--- src/rtl/lcd_ctl_pkg.sv ---
// rtl/lcd_ctl_pkg.sv - shared FSM state, register map and STATUS bit layout for lcd_ctl_fifo
package lcd_ctl_pkg;

    typedef enum logic [1:0] {
        ST_IDLE    = 2'd0,
        ST_SETUP   = 2'd1,
        ST_WR_LOW  = 2'd2,
        ST_WR_HIGH = 2'd3
    } lcd_state_e;

    localparam logic [1:0] REG_CMD    = 2'd0;
    localparam logic [1:0] REG_DATA   = 2'd1;
    localparam logic [1:0] REG_TIMING = 2'd2;
    localparam logic [1:0] REG_STATUS = 2'd3;

    localparam int STAT_BUSY    = 0;
    localparam int STAT_FULL    = 1;
    localparam int STAT_EMPTY   = 2;
    localparam int STAT_IRQ     = 3;
    localparam int STAT_LVL_LSB = 8;
    localparam int STAT_LVL_W   = 8;

endpackage

--- src/rtl/lcd_ctl_sync_fifo.sv ---
// rtl/lcd_ctl_sync_fifo.sv - single-clock FIFO with registered level, full and empty flags
module lcd_ctl_sync_fifo #(
    parameter int WIDTH = 17,
    parameter int DEPTH = 16
) (
    input  logic                     clk,
    input  logic                     rst,
    input  logic                     push,
    input  logic [WIDTH-1:0]         wdata,
    input  logic                     pop,
    output logic [WIDTH-1:0]         rdata,
    output logic                     full,
    output logic                     empty,
    output logic [$clog2(DEPTH):0]   level
);

    localparam int AW    = $clog2(DEPTH);
    localparam int LVL_W = AW + 1;

    logic [AW-1:0]    wr_ptr_q, wr_ptr_d;
    logic [AW-1:0]    rd_ptr_q, rd_ptr_d;
    logic [LVL_W-1:0] level_q, level_d;
    logic [WIDTH-1:0] mem_q [DEPTH];
    logic             do_push, do_pop;

    assign full  = (level_q == LVL_W'(DEPTH));
    assign empty = (level_q == '0);
    assign level = level_q;
    assign rdata = mem_q[rd_ptr_q];

    always_comb begin
        do_push  = push && !full;
        do_pop   = pop && !empty;
        wr_ptr_d = do_push ? wr_ptr_q + AW'(1) : wr_ptr_q;
        rd_ptr_d = do_pop ? rd_ptr_q + AW'(1) : rd_ptr_q;
        level_d  = level_q;
        if (do_push && !do_pop) begin
            level_d = level_q + LVL_W'(1);
        end else if (do_pop && !do_push) begin
            level_d = level_q - LVL_W'(1);
        end
    end

    always_ff @(posedge clk) begin
        if (rst) begin
            wr_ptr_q <= '0;
            rd_ptr_q <= '0;
            level_q  <= '0;
        end else begin
            wr_ptr_q <= wr_ptr_d;
            rd_ptr_q <= rd_ptr_d;
            level_q  <= level_d;
        end
    end

    // Storage needs no reset: the pointers define what is valid.
    always_ff @(posedge clk) begin
        if (do_push) begin
            mem_q[wr_ptr_q] <= wdata;
        end
    end

endmodule

--- src/rtl/lcd_ctl_fifo.sv ---
// rtl/lcd_ctl_fifo.sv - queued 8080-style LCD write controller with register front end
// Optional completion interrupt output when LCD_CTL_IRQ_EN is defined.
module lcd_ctl_fifo
    import lcd_ctl_pkg::*;
#(
    parameter int DATA_W     = 16,
    parameter int FIFO_DEPTH = 16,
    parameter int TIM_W      = 8
) (
    input  logic              clk_clk,
    input  logic              reset_reset,
    input  logic [1:0]        avs_address,
    input  logic              avs_write,
    input  logic [31:0]       avs_writedata,
    input  logic              avs_read,
    output logic [31:0]       avs_readdata,
    output logic              avs_waitrequest,
    output logic              lcd_wr_n,
    output logic              lcd_data_com_n,
    output logic [DATA_W-1:0] lcd_data
`ifdef LCD_CTL_IRQ_EN
    ,
    output logic              irq
`endif
);

    localparam int LVL_W = $clog2(FIFO_DEPTH) + 1;

    function automatic logic [TIM_W-1:0] nz(input logic [TIM_W-1:0] t);
        return (t == '0) ? TIM_W'(1) : t;
    endfunction

    lcd_state_e        state_q, state_d;
    logic [TIM_W-1:0]  cnt_q, cnt_d;
    logic [TIM_W-1:0]  t_low_q, t_low_d, t_high_q, t_high_d;
    logic [TIM_W-1:0]  cur_low_q, cur_low_d, cur_high_q, cur_high_d;
    logic [DATA_W-1:0] lcd_data_q, lcd_data_d;
    logic              com_n_q, com_n_d;
    logic [31:0]       rdata_q, rdata_d, status_word;
    logic              push_addr, fifo_push, fifo_pop, fifo_full, fifo_empty;
    logic [DATA_W:0]   fifo_wdata, fifo_rdata;
    logic [LVL_W-1:0]  fifo_level;
    logic              irq_bit;
    logic              unused_wdata;

    assign unused_wdata = ^avs_writedata;

    lcd_ctl_sync_fifo #(
        .WIDTH (DATA_W + 1),
        .DEPTH (FIFO_DEPTH)
    ) u_fifo (
        .clk   (clk_clk),
        .rst   (reset_reset),
        .push  (fifo_push),
        .wdata (fifo_wdata),
        .pop   (fifo_pop),
        .rdata (fifo_rdata),
        .full  (fifo_full),
        .empty (fifo_empty),
        .level (fifo_level)
    );

    // Stall uses the registered full flag, so a pop this cycle frees space only next cycle.
    always_comb begin
        push_addr       = (avs_address == REG_CMD) || (avs_address == REG_DATA);
        avs_waitrequest = avs_write && push_addr && fifo_full;
        fifo_push       = avs_write && push_addr && !fifo_full;
        fifo_wdata      = {avs_address == REG_DATA, avs_writedata[DATA_W-1:0]};
    end

    always_comb begin
        state_d    = state_q;
        cnt_d      = cnt_q;
        cur_low_d  = cur_low_q;
        cur_high_d = cur_high_q;
        lcd_data_d = lcd_data_q;
        com_n_d    = com_n_q;
        fifo_pop   = 1'b0;
        case (state_q)
            ST_IDLE: begin
                if (!fifo_empty) begin
                    fifo_pop = 1'b1;
                    state_d  = ST_SETUP;
                end
            end
            ST_SETUP: begin
                cur_low_d  = nz(t_low_q);
                cur_high_d = nz(t_high_q);
                cnt_d      = TIM_W'(1);
                state_d    = ST_WR_LOW;
            end
            ST_WR_LOW: begin
                if (cnt_q == cur_low_q) begin
                    cnt_d   = TIM_W'(1);
                    state_d = ST_WR_HIGH;
                end else begin
                    cnt_d = cnt_q + TIM_W'(1);
                end
            end
            ST_WR_HIGH: begin
                if (cnt_q == cur_high_q) begin
                    if (!fifo_empty) begin
                        fifo_pop = 1'b1;
                        state_d  = ST_SETUP;
                    end else begin
                        state_d = ST_IDLE;
                    end
                end else begin
                    cnt_d = cnt_q + TIM_W'(1);
                end
            end
            default: state_d = ST_IDLE;
        endcase
        if (fifo_pop) begin
            {com_n_d, lcd_data_d} = fifo_rdata;
        end
    end

`ifdef LCD_CTL_IRQ_EN
    logic irq_q, irq_d;
    logic drain_done;

    assign drain_done = (state_q == ST_WR_HIGH) && (cnt_q == cur_high_q) && fifo_empty;
    assign irq        = irq_q;
    assign irq_bit    = irq_q;

    always_comb begin
        irq_d = irq_q;
        if (avs_write && (avs_address == REG_STATUS) && avs_writedata[STAT_IRQ]) begin
            irq_d = 1'b0;
        end
        if (drain_done) begin
            irq_d = 1'b1;
        end
    end

    always_ff @(posedge clk_clk) begin
        if (reset_reset) begin
            irq_q <= 1'b0;
        end else begin
            irq_q <= irq_d;
        end
    end
`else
    assign irq_bit = 1'b0;
`endif

    always_comb begin
        t_low_d  = t_low_q;
        t_high_d = t_high_q;
        if (avs_write && (avs_address == REG_TIMING)) begin
            t_low_d  = avs_writedata[TIM_W-1:0];
            t_high_d = avs_writedata[TIM_W+15:16];
        end

        status_word                                = '0;
        status_word[STAT_BUSY]                     = (state_q != ST_IDLE);
        status_word[STAT_FULL]                     = fifo_full;
        status_word[STAT_EMPTY]                    = fifo_empty;
        status_word[STAT_IRQ]                      = irq_bit;
        status_word[STAT_LVL_LSB +: STAT_LVL_W]    = STAT_LVL_W'(fifo_level);

        rdata_d = rdata_q;
        if (avs_read) begin
            case (avs_address)
                REG_TIMING: rdata_d = (32'(t_high_q) << 16) | 32'(t_low_q);
                REG_STATUS: rdata_d = status_word;
                default:    rdata_d = '0;
            endcase
        end
    end

    always_ff @(posedge clk_clk) begin
        if (reset_reset) begin
            state_q    <= ST_IDLE;
            cnt_q      <= TIM_W'(1);
            t_low_q    <= TIM_W'(1);
            t_high_q   <= TIM_W'(1);
            cur_low_q  <= TIM_W'(1);
            cur_high_q <= TIM_W'(1);
            lcd_data_q <= '0;
            com_n_q    <= 1'b1;
            rdata_q    <= '0;
        end else begin
            state_q    <= state_d;
            cnt_q      <= cnt_d;
            t_low_q    <= t_low_d;
            t_high_q   <= t_high_d;
            cur_low_q  <= cur_low_d;
            cur_high_q <= cur_high_d;
            lcd_data_q <= lcd_data_d;
            com_n_q    <= com_n_d;
            rdata_q    <= rdata_d;
        end
    end

    assign lcd_wr_n       = (state_q != ST_WR_LOW);
    assign lcd_data       = lcd_data_q;
    assign lcd_data_com_n = com_n_q;
    assign avs_readdata   = rdata_q;

endmodule

--- config.mk ---
export PLATFORM = sky130hd
export DESIGN_NAME = lcd_ctl_fifo
export DESIGN_NICKNAME = d
export VERILOG_FILES = /design/src/rtl/lcd_ctl_pkg.sv /design/src/rtl/lcd_ctl_sync_fifo.sv /design/src/rtl/lcd_ctl_fifo.sv
export SDC_FILE = /design/constraint.sdc
export NUM_CORES = 1
export LEC_CHECK = 0
export ABC_AREA = 1
export BUFFER_PORTS_ARGS = -buffer_cell sky130_fd_sc_hd__buf_2
export CAP_MARGIN = 5
export CORE_MARGIN = 2
export CORE_UTILIZATION = 61
export DETAILED_ROUTE_END_ITERATION = 10
export HOLD_SLACK_MARGIN = 0.12
export PLACE_DENSITY = 0.78
export SLEW_MARGIN = 20
export SYNTH_ARGS = -nofsm -noshare
export SYNTH_HDL_FRONTEND = slang
export SYNTH_SLANG_ARGS = --single-unit
--- constraint.sdc ---
create_clock -name clk_clk -period 2.8 [get_ports clk_clk]
set_input_delay 0 -clock clk_clk [delete_from_list [all_inputs] [get_ports clk_clk]]
set_output_delay 0 -clock clk_clk [all_outputs]
set_load 0.01 [all_outputs]
==> results of run 1 <==
-- power by group through the flow --
stage	clock network, W	logic (W)	registers (W)
2_1_floorplan	0	0.00268	0.00640
3_3_place_gp	0	0.00349	0.00637
3_5_place_dp	0	0.00361	0.00639
4_1_cts	0.00496	0.00369	0.00628
5_1_grt	0.00516	0.00420	0.00632
6_report	0.00492	0.00376	0.00628
-- registers in the layout, indices dropped and copies added, names as in the netlist --
signal	count
state_q	2
lcd_data	16
cur_high_q	8
u_fifo.level	5
cnt_q	8
u_fifo.rd_ptr_q	4
lcd_data_com_n	1
avs_readdata	21
t_high_q	8
u_fifo.wr_ptr_q	4
t_low_q	8
cur_low_q	8
u_fifo.mem_q	272
-- tightest hold or removal path, delay by kind of cell --
family,cells,cell delay [ns]
and+or+nand+nor,2,0.12
buffers and inverters,2,0.62
-- metal layers --
| metal | global-route usage | wire [um] | share of wire | vias up |
|---|---|---|---|---|
| met5 | 0 | 0 | 0 | - |
| met4 | 0.128 | 1490 | 0.040 | 0 |
| met1 | 0.361 | 14300 | 0.39 | 5207 |
| li1 | - | - | - | 5213 |
| met2 | 0.480 | 18300 | 0.50 | 477 |
| met3 | 0.0498 | 2770 | 0.075 | 92 |
-- cell type report --
class | instances | area (sq um)
fill | 1667 | 6980
timing repair buffer | 141 | 1020
clock buffer | 52 | 1060
tap | 324 | 405
clock inverter | 15 | 153
multi-input combinational | 940 | 4430
inverter | 102 | 383
sequential | 365 | 10000
-- repair_timing --
action,in CTS,in global routing
hold endpoints to repair,319,0
hold buffers,32,0
gates resized for setup,0,13
endpoints found under the setup margin,0,2
-- synthesized netlist by cell type (2+ instances only) --
library cell	instances	area (sq um)
xnor2_1	13	114
nand2_1	214	803
dfxtp_1	93	1860
ha_1	15	188
buf_6	8	90.1
nand4_1	2	12.5
buf_4	19	143
buf_2	12	60.1
a21oi_1	77	385
o211ai_1	14	105
o211ai_2	4	50.1
nor3_1	3	15.0
nor2_1	294	1100
o21bai_1	3	22.5
buf_1	8	30.0
o21ai_0	195	976
a31oi_1	2	12.5
nand3_1	69	345
clkinv_1	3	11.3
nor4_1	2	12.5
buf_8	2	30.0
o21ai_1	3	15.0
inv_2	3	11.3
clkbuf_1	39	146
inv_1	96	360
xor2_1	3	26.3
o221ai_1	5	43.8
nor2_2	7	43.8
edfxtp_1	272	8170
-- stage by stage --
stage / setup WS (ns) / instances
final: 0.203 / 1939
after global routing: 0.00348 / 1939
after CTS: 0.101 / 1939
after detailed placement: 0.121 / 1840
after global placement: 0.255 / 1840
after floorplan: 0.309 / 1496
-- worst max path at each step --
| stage | startpoint | end | slack [ns] | cells past startpoint |
|---|---|---|---|---|
| final | state_q[0] | u_fifo.level[4] | 0.20 | 17 |
| after global routing | state_q[0] | u_fifo.level[4] | 0.003 | 17 |
| after CTS | state_q[0] | u_fifo.level[4] | 0.10 | 17 |
| after detailed placement | state_q[0] | u_fifo.level[4] | 0.12 | 17 |
| after global placement | state_q[0] | u_fifo.level[4] | 0.26 | 17 |
| after floorplan | state_q[0] | u_fifo.level[4] | 0.31 | 17 |
-- kinds of logic after synthesis --
| logic type | synth area share |
|---|---|
| AND/OR/NAND/NOR | 0.154 |
| flip-flops | 0.657 |
| AO/OA/AOI/OAI | 0.107 |
| buffers and inverters | 0.0591 |
| XOR/XNOR | 0.00918 |
| adder cells (fa/ha/maj) | 0.0136 |
| other | 0.000246 |
==> results.py, run 1 <==
metrics = {
    "outcome": {
        "status": "completed",
    },
    "critical_path": {
        "start_kind": "register",
        "path_class": "register to register",
        "r2r-end": "u_fifo.level[4]",
        "endpoint_kind": "register",
        "cp_top_family": "adder cells",
        "r2r_cells": 17,
        "cp_slowest_stage_delay_ns": 0.36,
        "path_cells": "inv_1 -> ha_1 -> inv_1 -> nand2_1 -> inv_1 -> nand2_1 -> ha_2 -> inv_1 -> ha_1 -> nand2_1 -> nand2_1 -> a21oi_2 -> nor2_1 -> nor2_1 -> nand2_1 -> o21ai_0 -> a21oi_1",
        "r2r-start": "state_q[0]",
        "path_buf_inv": 4,
        "worstPathRequired_ns": 3.20,
        "regToRegSetupSlack_ns": 0.20,
        "arrival_ns": 3.00,
        "critPathMaxFanout": 5,
        "critPathSlowestCell": "dfxtp_2",
        "cpMostUsedCell": "nand2_1",
    },
    "power_and_ir_drop": {
        "p_clk_frac": 0.329,
        "peakVddDrop_v": 0.000606,
        "internal-power_w": 0.0102,
        "p_leak_nw": 6.75,
        "total_power_w": 0.0150,
        "pwr-share-seq": 0.420,
        "switching_power_w": 0.00472,
        "p_per_area_nw_per_um2": 856,
        "p_sw_frac": 0.315,
        "pwr-share-comb": 0.251,
    },
    "finish": {
        "mostFrequentLayoutCells": "nor2_1 (277), edfxtp_1 (272), nand2_1 (212)",
        "layout-drive-gt1-share": 0.130,
        "final_util": 0.715,
        "syn2layout_area_growth_pct": 14.6,
        "final_area_sq_um": 17500,
        "mostFrequentLayoutCell": "nor2_1",
        "n_antenna_cell": 0,
        "nNetsFinal": 1641,
    },
    "timing": {
        "setup_viol": 0,
        "holdWs_ns": 0.249,
        "finalClockSkew_ns": 0.0176,
        "tightest_slew_ns": 0.964,
        "slew_viol_final": 0,
        "fmax_mhz": 385,
        "fin_crit_sh": 0.927,
        "rsz0062_at_grt": "false",
        "fin_tns_setup_ns": 0,
        "hold_viol": 0,
        "slew_headroom": 0.355,
        "period_needed_ns": 2.60,
    },
    "flow_run": {
        "drv_cap": 0,
    },
    "detailed_routing": {
        "dr.first_iter.drc_count": 1306,
        "wire_per_inst_um": 19.0,
        "drc": 0,
        "via_per_inst": 5.67,
        "num_vias": 11000,
        "drt-total-wl_um": 36800,
        "dr.pass1.iters": 5,
        "antenna_left": 0,
    },
    "clocking": {
        "htreeDepth": 2,
        "cts_sinks": 365,
        "cts_setup_buffers": 0,
        "clk_pin_slew_ns": 0.06,
        "clk_latency_ns": 0.53,
        "cts_made_buffers": 37,
        "clock-root-buffer": "clkbuf_16",
        "cts_tree": "built",
        "cts_buffer_depth": 3,
    },
    "logic_synthesis": {
        "synth_area_sq_um": 15300,
        "ys_async_sr_fraction": 0,
        "yosysSeqAreaShare": 0.657,
        "synth_edf_count": 272,
        "avgSynthCellArea_sq_um": 10.3,
        "synth_cells": 1486,
        "synth-seq-cells": 365,
        "ys.flop_type": "edfxtp_1",
        "yosysUniqueCellTypes": 35,
        "ys_warn_count": 0,
    },
    "floorplanning": {
        "start_util": 0.624,
        "die_h_um": 162,
        "pin_count": 89,
        "die_area_sq_um": 26300,
        "rows": 57,
        "die_x_um": 162,
        "core-area_sq_um": 24500,
    },
    "placed_design": {
        "place_area_sq_um": 15900,
        "hpwlAfterDp_um": 21400,
        "io_buffer_count": 69,
        "place.gp.congestion": 0.866,
    },
    "grt": {
        "antenna_found_initial": 0,
        "first_global_vias": 10800,
        "track_usage": 0.284,
        "grt_overflow_total": 0,
        "grt_pass1_wl_um": 57300,
        "grt_max_degree": 178,
    },
    "worst_hold_path": {
        "holdPathEnd": "t_high_q[3]",
        "worstHoldPathType": "input port to register",
        "min_from": "avs_writedata[19]",
        "min_path_cells": 4,
    },
}
No activity file was read; power rests on OpenSTA's default activity.
==> run 2, diff against run 1 <==
Settings changed: CORE_MARGIN 2 to unset, RECOVER_POWER set to 50.
==> run 2 against run 1 <==
Compared with the run above: power fell by 2.5%; sequential share of layout area grew 0.66 points; sequential cell count stayed put; global-route usage up 0.16 points; critical path depth shrank 2; utilization decreased by 0.83 points; combinational power is 1% lower; die area fell by 2.5%; via count unchanged; design area is 1.2% lower; worst hold slack better by 0.012 ns; highest routed layer unchanged.
==> results.py, run 2 (synthesized netlist as in run 1, its figures left out) <==
metrics = {
    "detailed_routing": {
        "antenna_left": 0,
        "drc": 0,
        "via_per_inst": 5.70,
        "wire_per_inst_um": 18.7,
        "dr.pass1.iters": 5,
        "drt-total-wl_um": 36100,
        "dr.first_iter.drc_count": 1194,
        "num_vias": 11000,
    },
    "critical_path": {
        "endpoint_kind": "register",
        "critPathMaxFanout": 7,
        "regToRegSetupSlack_ns": 0.20,
        "critPathSlowestCell": "dlygate4sd3_1",
        "r2r-start": "state_q[0]",
        "crit_path_start": "avs_address[1]",
        "r2r_cells": 15,
        "start_kind": "input port",
        "endpoint": "u_fifo.level[3]",
        "path_class": "input port to register",
        "path_cells": "dlygate4sd3_1 -> clkbuf_1 -> nor2_1 -> dlygate4sd3_1 -> nand2_1 -> inv_2 -> ha_4 -> inv_1 -> ha_1 -> nand2_1 -> nor2_1 -> a211oi_1 -> xnor2_1 -> o21ai_0 -> inv_1",
        "arrival_ns": 3.03,
        "cp_slowest_stage_delay_ns": 0.57,
        "r2r-end": "u_fifo.level[3]",
        "worstPathRequired_ns": 3.22,
    },
    "power_and_ir_drop": {
        "peakVddDrop_v": 0.000505,
        "p_per_area_nw_per_um2": 844,
        "total_power_w": 0.0146,
        "p_leak_nw": 6.47,
    },
    "placed_design": {
        "hpwlAfterDp_um": 20700,
        "io_buffer_count": 69,
        "dp_cells": 1836,
        "place.gp.congestion": 0.858,
    },
    "floorplanning": {
        "pin_count": 89,
        "die_h_um": 160,
        "die_x_um": 160,
        "start_util": 0.624,
        "rows": 57,
        "core-area_sq_um": 24500,
        "die_area_sq_um": 25700,
    },
    "flow_run": {
        "drv_cap": 0,
    },
    "finish": {
        "nNetsFinal": 1635,
        "syn2layout_area_growth_pct": 13.2,
        "regMostFlops": "u_fifo.mem_q",
        "mostFrequentLayoutCells": "nor2_1 (277), edfxtp_1 (272), nand2_1 (214)",
        "layout-drive-gt1-share": 0.0891,
        "n_antenna_cell": 0,
        "mostFrequentLayoutCell": "nor2_1",
        "largest_register_ffs": 272,
        "stdcell_count": 1929,
    },
    "grt": {
        "grtUsageMet1": 0.370,
        "first_global_vias": 10500,
        "grt_overflow_total": 0,
        "met3_usage": 0.0473,
        "antenna_found_initial": 0,
        "track_usage": 0.286,
        "grt_max_degree": 113,
        "grt_pass1_wl_um": 56000,
        "met2_usage": 0.474,
        "top_usage_layer": "met2",
    },
    "clocking": {
        "cts_buffer_depth": 3,
        "clock-root-buffer": "clkbuf_16",
        "cts_sinks": 365,
        "clk_pin_slew_ns": 0.07,
        "htreeDepth": 2,
        "clk_latency_ns": 0.52,
        "cts_made_buffers": 36,
        "cts_tree": "built",
    },
    "timing": {
        "period_needed_ns": 2.61,
        "fmax_mhz": 383,
        "finalClockSkew_ns": 0.0125,
        "fin_crit_sh": 0.931,
        "setup_viol": 0,
        "rsz0062_at_grt": "true",
        "hold_viol": 0,
        "slew_viol_final": 0,
        "tightest_slew_ns": 1.04,
        "slew_headroom": 0.309,
    },
    "outcome": {
        "status": "completed",
    },
    "worst_hold_path": {
        "worstHoldPathType": "input port to register",
    },
}
run 2: metal layers:
metal	part of all wire	wire length (um)
met4	0.038	1390
met2	0.49	17600
met5	0	0
met3	0.081	2940
met1	0.39	14200
run 2: worst min-delay path by stage:
stage,startpoint,endpoint,depth (start not counted)
after floorplan,avs_address[1],avs_waitrequest,1
after CTS,avs_writedata[17],t_high_q[1],4
final,avs_writedata[18],t_high_q[2],4
after global placement,avs_writedata[16],t_high_q[0],3
after global routing,avs_writedata[17],t_high_q[1],4
after detailed placement,avs_writedata[16],t_high_q[0],3
run 2: final cells by class:
type	count	area, sq um
fillers	1729	7180
multi-input cells	940	4440
repair buffers	136	915
clock buffers	43	958
well taps	324	405
flip-flops and latches	365	10000
clock inverters	19	141
inverters	102	383
run 2: through the flow:
step / instance area (sq um) / utilization / worst slack, ns / hold slack [ns] / TNS, ns
4_1_cts: 17300 / 0.708 / 0.119 / 0.231 / 0
2_1_floorplan: 15300 / - / 0.309 / 0.0544 / 0
3_3_place_gp: 15900 / 0.650 / 0.264 / 0.222 / 0
5_1_grt: 17300 / 0.707 / -0.0293 / 0.283 / -0.0293
6_report: 17300 / 0.707 / 0.192 / 0.261 / 0
3_5_place_dp: 15900 / 0.650 / 0.124 / 0.219 / 0
run 2: critical path, delay by kind of cell:
family                   cells  cell delay [ns]
buffers and inverters        6             1.62
AO/OA/AOI/OAI                2             0.46
adder cells (fa/ha/maj)      2             0.44
AND/OR/NAND/NOR              4             0.40
XOR/XNOR                     1             0.11
run 2: power breakdown:
part           total (W)  switching [W]  internal [W]
combinational    0.00371        0.00249       0.00122
clock            0.00458        0.00196       0.00262
sequential       0.00630       0.000190       0.00611
run 2: repair_timing:
action | in CTS | in global routing
hold endpoints to repair | 320 | 0
resized for setup | 0 | 10
hold buffers | 31 | 0
buffers inserted | 0 | 0
setup endpoints to repair | 0 | 2
==> run 3, diff against run 2 <==
Settings changed: CORE_UTILIZATION 61 to 60, PLACE_DENSITY 0.78 to 0.77.
==> run 3 against run 2 <==
Compared with the run above: critical endpoint is now u_fifo.level[4]; clock skew fell by 0.00096 ns; sequential share of layout area barely moved; combinational power fell by 1%; clock power fell by 3%; largest cell class unchanged.
==> results.py, run 3 (synthesized netlist as in run 1, its figures left out) <==
metrics = {
    "detailed_routing": {
        "num_vias": 10900,
        "dr.pass1.iters": 5,
        "antenna_left": 0,
        "via_per_inst": 5.62,
        "wire_per_inst_um": 18.3,
        "dr.first_iter.drc_count": 1435,
        "drc": 0,
        "drt-total-wl_um": 35600,
    },
    "critical_path": {
        "cp_slowest_stage_delay_ns": 0.60,
        "arrival_ns": 3.06,
        "worstPathRequired_ns": 3.19,
        "r2r-end": "u_fifo.level[4]",
        "critPathSlowestCell": "dlygate4sd3_1",
        "r2r-start": "state_q[0]",
        "endpoint_kind": "register",
        "cp_top_family": "buffers and inverters",
        "critPathMaxFanout": 7,
        "crit_cells": 17,
        "r2r_cells": 17,
        "path_cells": "dlygate4sd3_1 -> buf_2 -> nor2_1 -> dlygate4sd3_1 -> nand2_2 -> inv_2 -> ha_2 -> inv_1 -> ha_1 -> nand2_1 -> nand2_1 -> a21oi_2 -> nor2_1 -> nor2_1 -> nand2_1 -> o21ai_0 -> a21oi_1",
        "regToRegSetupSlack_ns": 0.20,
        "path_class": "input port to register",
        "endpoint": "u_fifo.level[4]",
        "start_kind": "input port",
        "crit_path_start": "avs_address[1]",
        "path_buf_inv": 5,
    },
    "placed_design": {
        "hpwlAfterDp_um": 21100,
        "place.gp.congestion": 0.853,
        "dp_slack_ns": 0.143,
        "place_area_sq_um": 16000,
        "io_buffer_count": 69,
        "dp_cells": 1850,
    },
    "grt": {
        "antenna_found_initial": 0,
        "grt_overflow_total": 0,
        "first_global_vias": 10400,
        "grt_pass1_wl_um": 55300,
        "track_usage": 0.276,
        "grt_max_degree": 115,
    },
    "clocking": {
        "clk_latency_ns": 0.51,
        "clock-root-buffer": "clkbuf_16",
        "clk_pin_slew_ns": 0.06,
        "cts_buffer_depth": 3,
        "htreeDepth": 2,
        "cts_sinks": 365,
        "cts_tree": "built",
        "cts_made_buffers": 36,
    },
    "timing": {
        "slew_headroom": 0.310,
        "fin_crit_sh": 0.954,
        "fin_tns_setup_ns": 0,
        "hold_viol": 0,
        "fmax_mhz": 375,
        "tightest_slew_ns": 1.03,
        "setup_viol": 0,
        "period_needed_ns": 2.67,
        "slew_viol_final": 0,
        "setup_ws_ns": 0.130,
        "finalClockSkew_ns": 0.0115,
    },
    "finish": {
        "regMostFlops": "u_fifo.mem_q",
        "layout-drive-gt1-share": 0.0866,
        "mostFrequentLayoutCells": "nor2_1 (277), edfxtp_1 (272), nand2_1 (213)",
        "n_antenna_cell": 0,
        "syn2layout_area_growth_pct": 13.2,
        "final_area_sq_um": 17300,
        "fillers": 1853,
        "largest_register_ffs": 272,
        "stdcell_count": 1947,
        "mostFrequentLayoutCell": "nor2_1",
        "nNetsFinal": 1645,
    },
    "power_and_ir_drop": {
        "peakVddDrop_v": 0.000480,
        "p_per_area_nw_per_um2": 834,
        "p_sw_frac": 0.318,
        "internal-power_w": 0.00983,
        "switching_power_w": 0.00458,
        "pwr-share-comb": 0.254,
        "pwr-share-seq": 0.438,
        "p_clk_frac": 0.308,
        "p_leak_nw": 6.48,
    },
    "floorplanning": {
        "core-area_sq_um": 25000,
        "pin_count": 89,
        "die_area_sq_um": 26100,
        "die_h_um": 161,
        "start_util": 0.610,
        "die_x_um": 161,
        "rows": 58,
    },
    "outcome": {
        "status": "completed",
    },
    "flow_run": {
        "drv_cap": 0,
    },
    "worst_hold_path": {
        "min_path_cells": 4,
        "worstHoldPathType": "input port to register",
    },
}
run 3: per-stage QoR:
stage	hold slack, ns	util	total power (W)
CTS	0.234	0.692	0.0144
detailed placement	0.226	0.637	0.0100
global placement	0.221	0.637	0.00989
floorplan	0.0544	-	0.00907
finish	0.262	0.690	0.0144
global route	0.267	0.690	0.0152
run 3: final cells by class:
class,count,area [sq um],share of cell area
inverter,102,383,0.0222
tap,330,413,0.0239
clock buffer,54,990,0.0573
timing repair buffer,146,960,0.0555
clock inverter,10,72.6,0.00420
sequential,365,10000,0.581
multi-input combinational,940,4420,0.256
run 3: tightest hold or removal path: stages:
cell	delay (ns)
dlygate4sd3_1	0.51
buf_2	0.09
nor2_1	0.03
nor2_1	0.09
run 3: worst min path at each step:
stage	from	endpoint	slack [ns]
5_1_grt	avs_writedata[23]	t_high_q[7]	0.27
3_3_place_gp	avs_writedata[16]	t_high_q[0]	0.22
2_1_floorplan	avs_address[1]	avs_waitrequest	0.05
4_1_cts	avs_writedata[19]	t_high_q[3]	0.23
6_report	avs_writedata[17]	t_high_q[1]	0.26
3_5_place_dp	avs_writedata[19]	t_high_q[3]	0.23
run 3: power by group through the flow:
stage	clock [W]	combinational, W	sequential, W
after floorplan	0	0.00268	0.00640
after global placement	0	0.00350	0.00639
after detailed placement	0	0.00359	0.00641
after CTS	0.00448	0.00366	0.00630
after global routing	0.00472	0.00412	0.00634
final	0.00444	0.00366	0.00631
run 3: routing by layer:
layer	GRT usage	share of wire	vias up	wire length, um
met5	0	0	-	0
met4	0.0901	0.027	0	967
met1	0.363	0.40	5167	14100
met3	0.0360	0.074	83	2620
li1	-	-	5220	-
met2	0.478	0.50	475	17900
run 3: repair_timing:
item                                    CTS  global route
resized for setup                         0             9
setup buffers                             0             1
hold endpoints to repair                318             0
endpoints found under the setup margin    0             2
hold buffers                             32             0
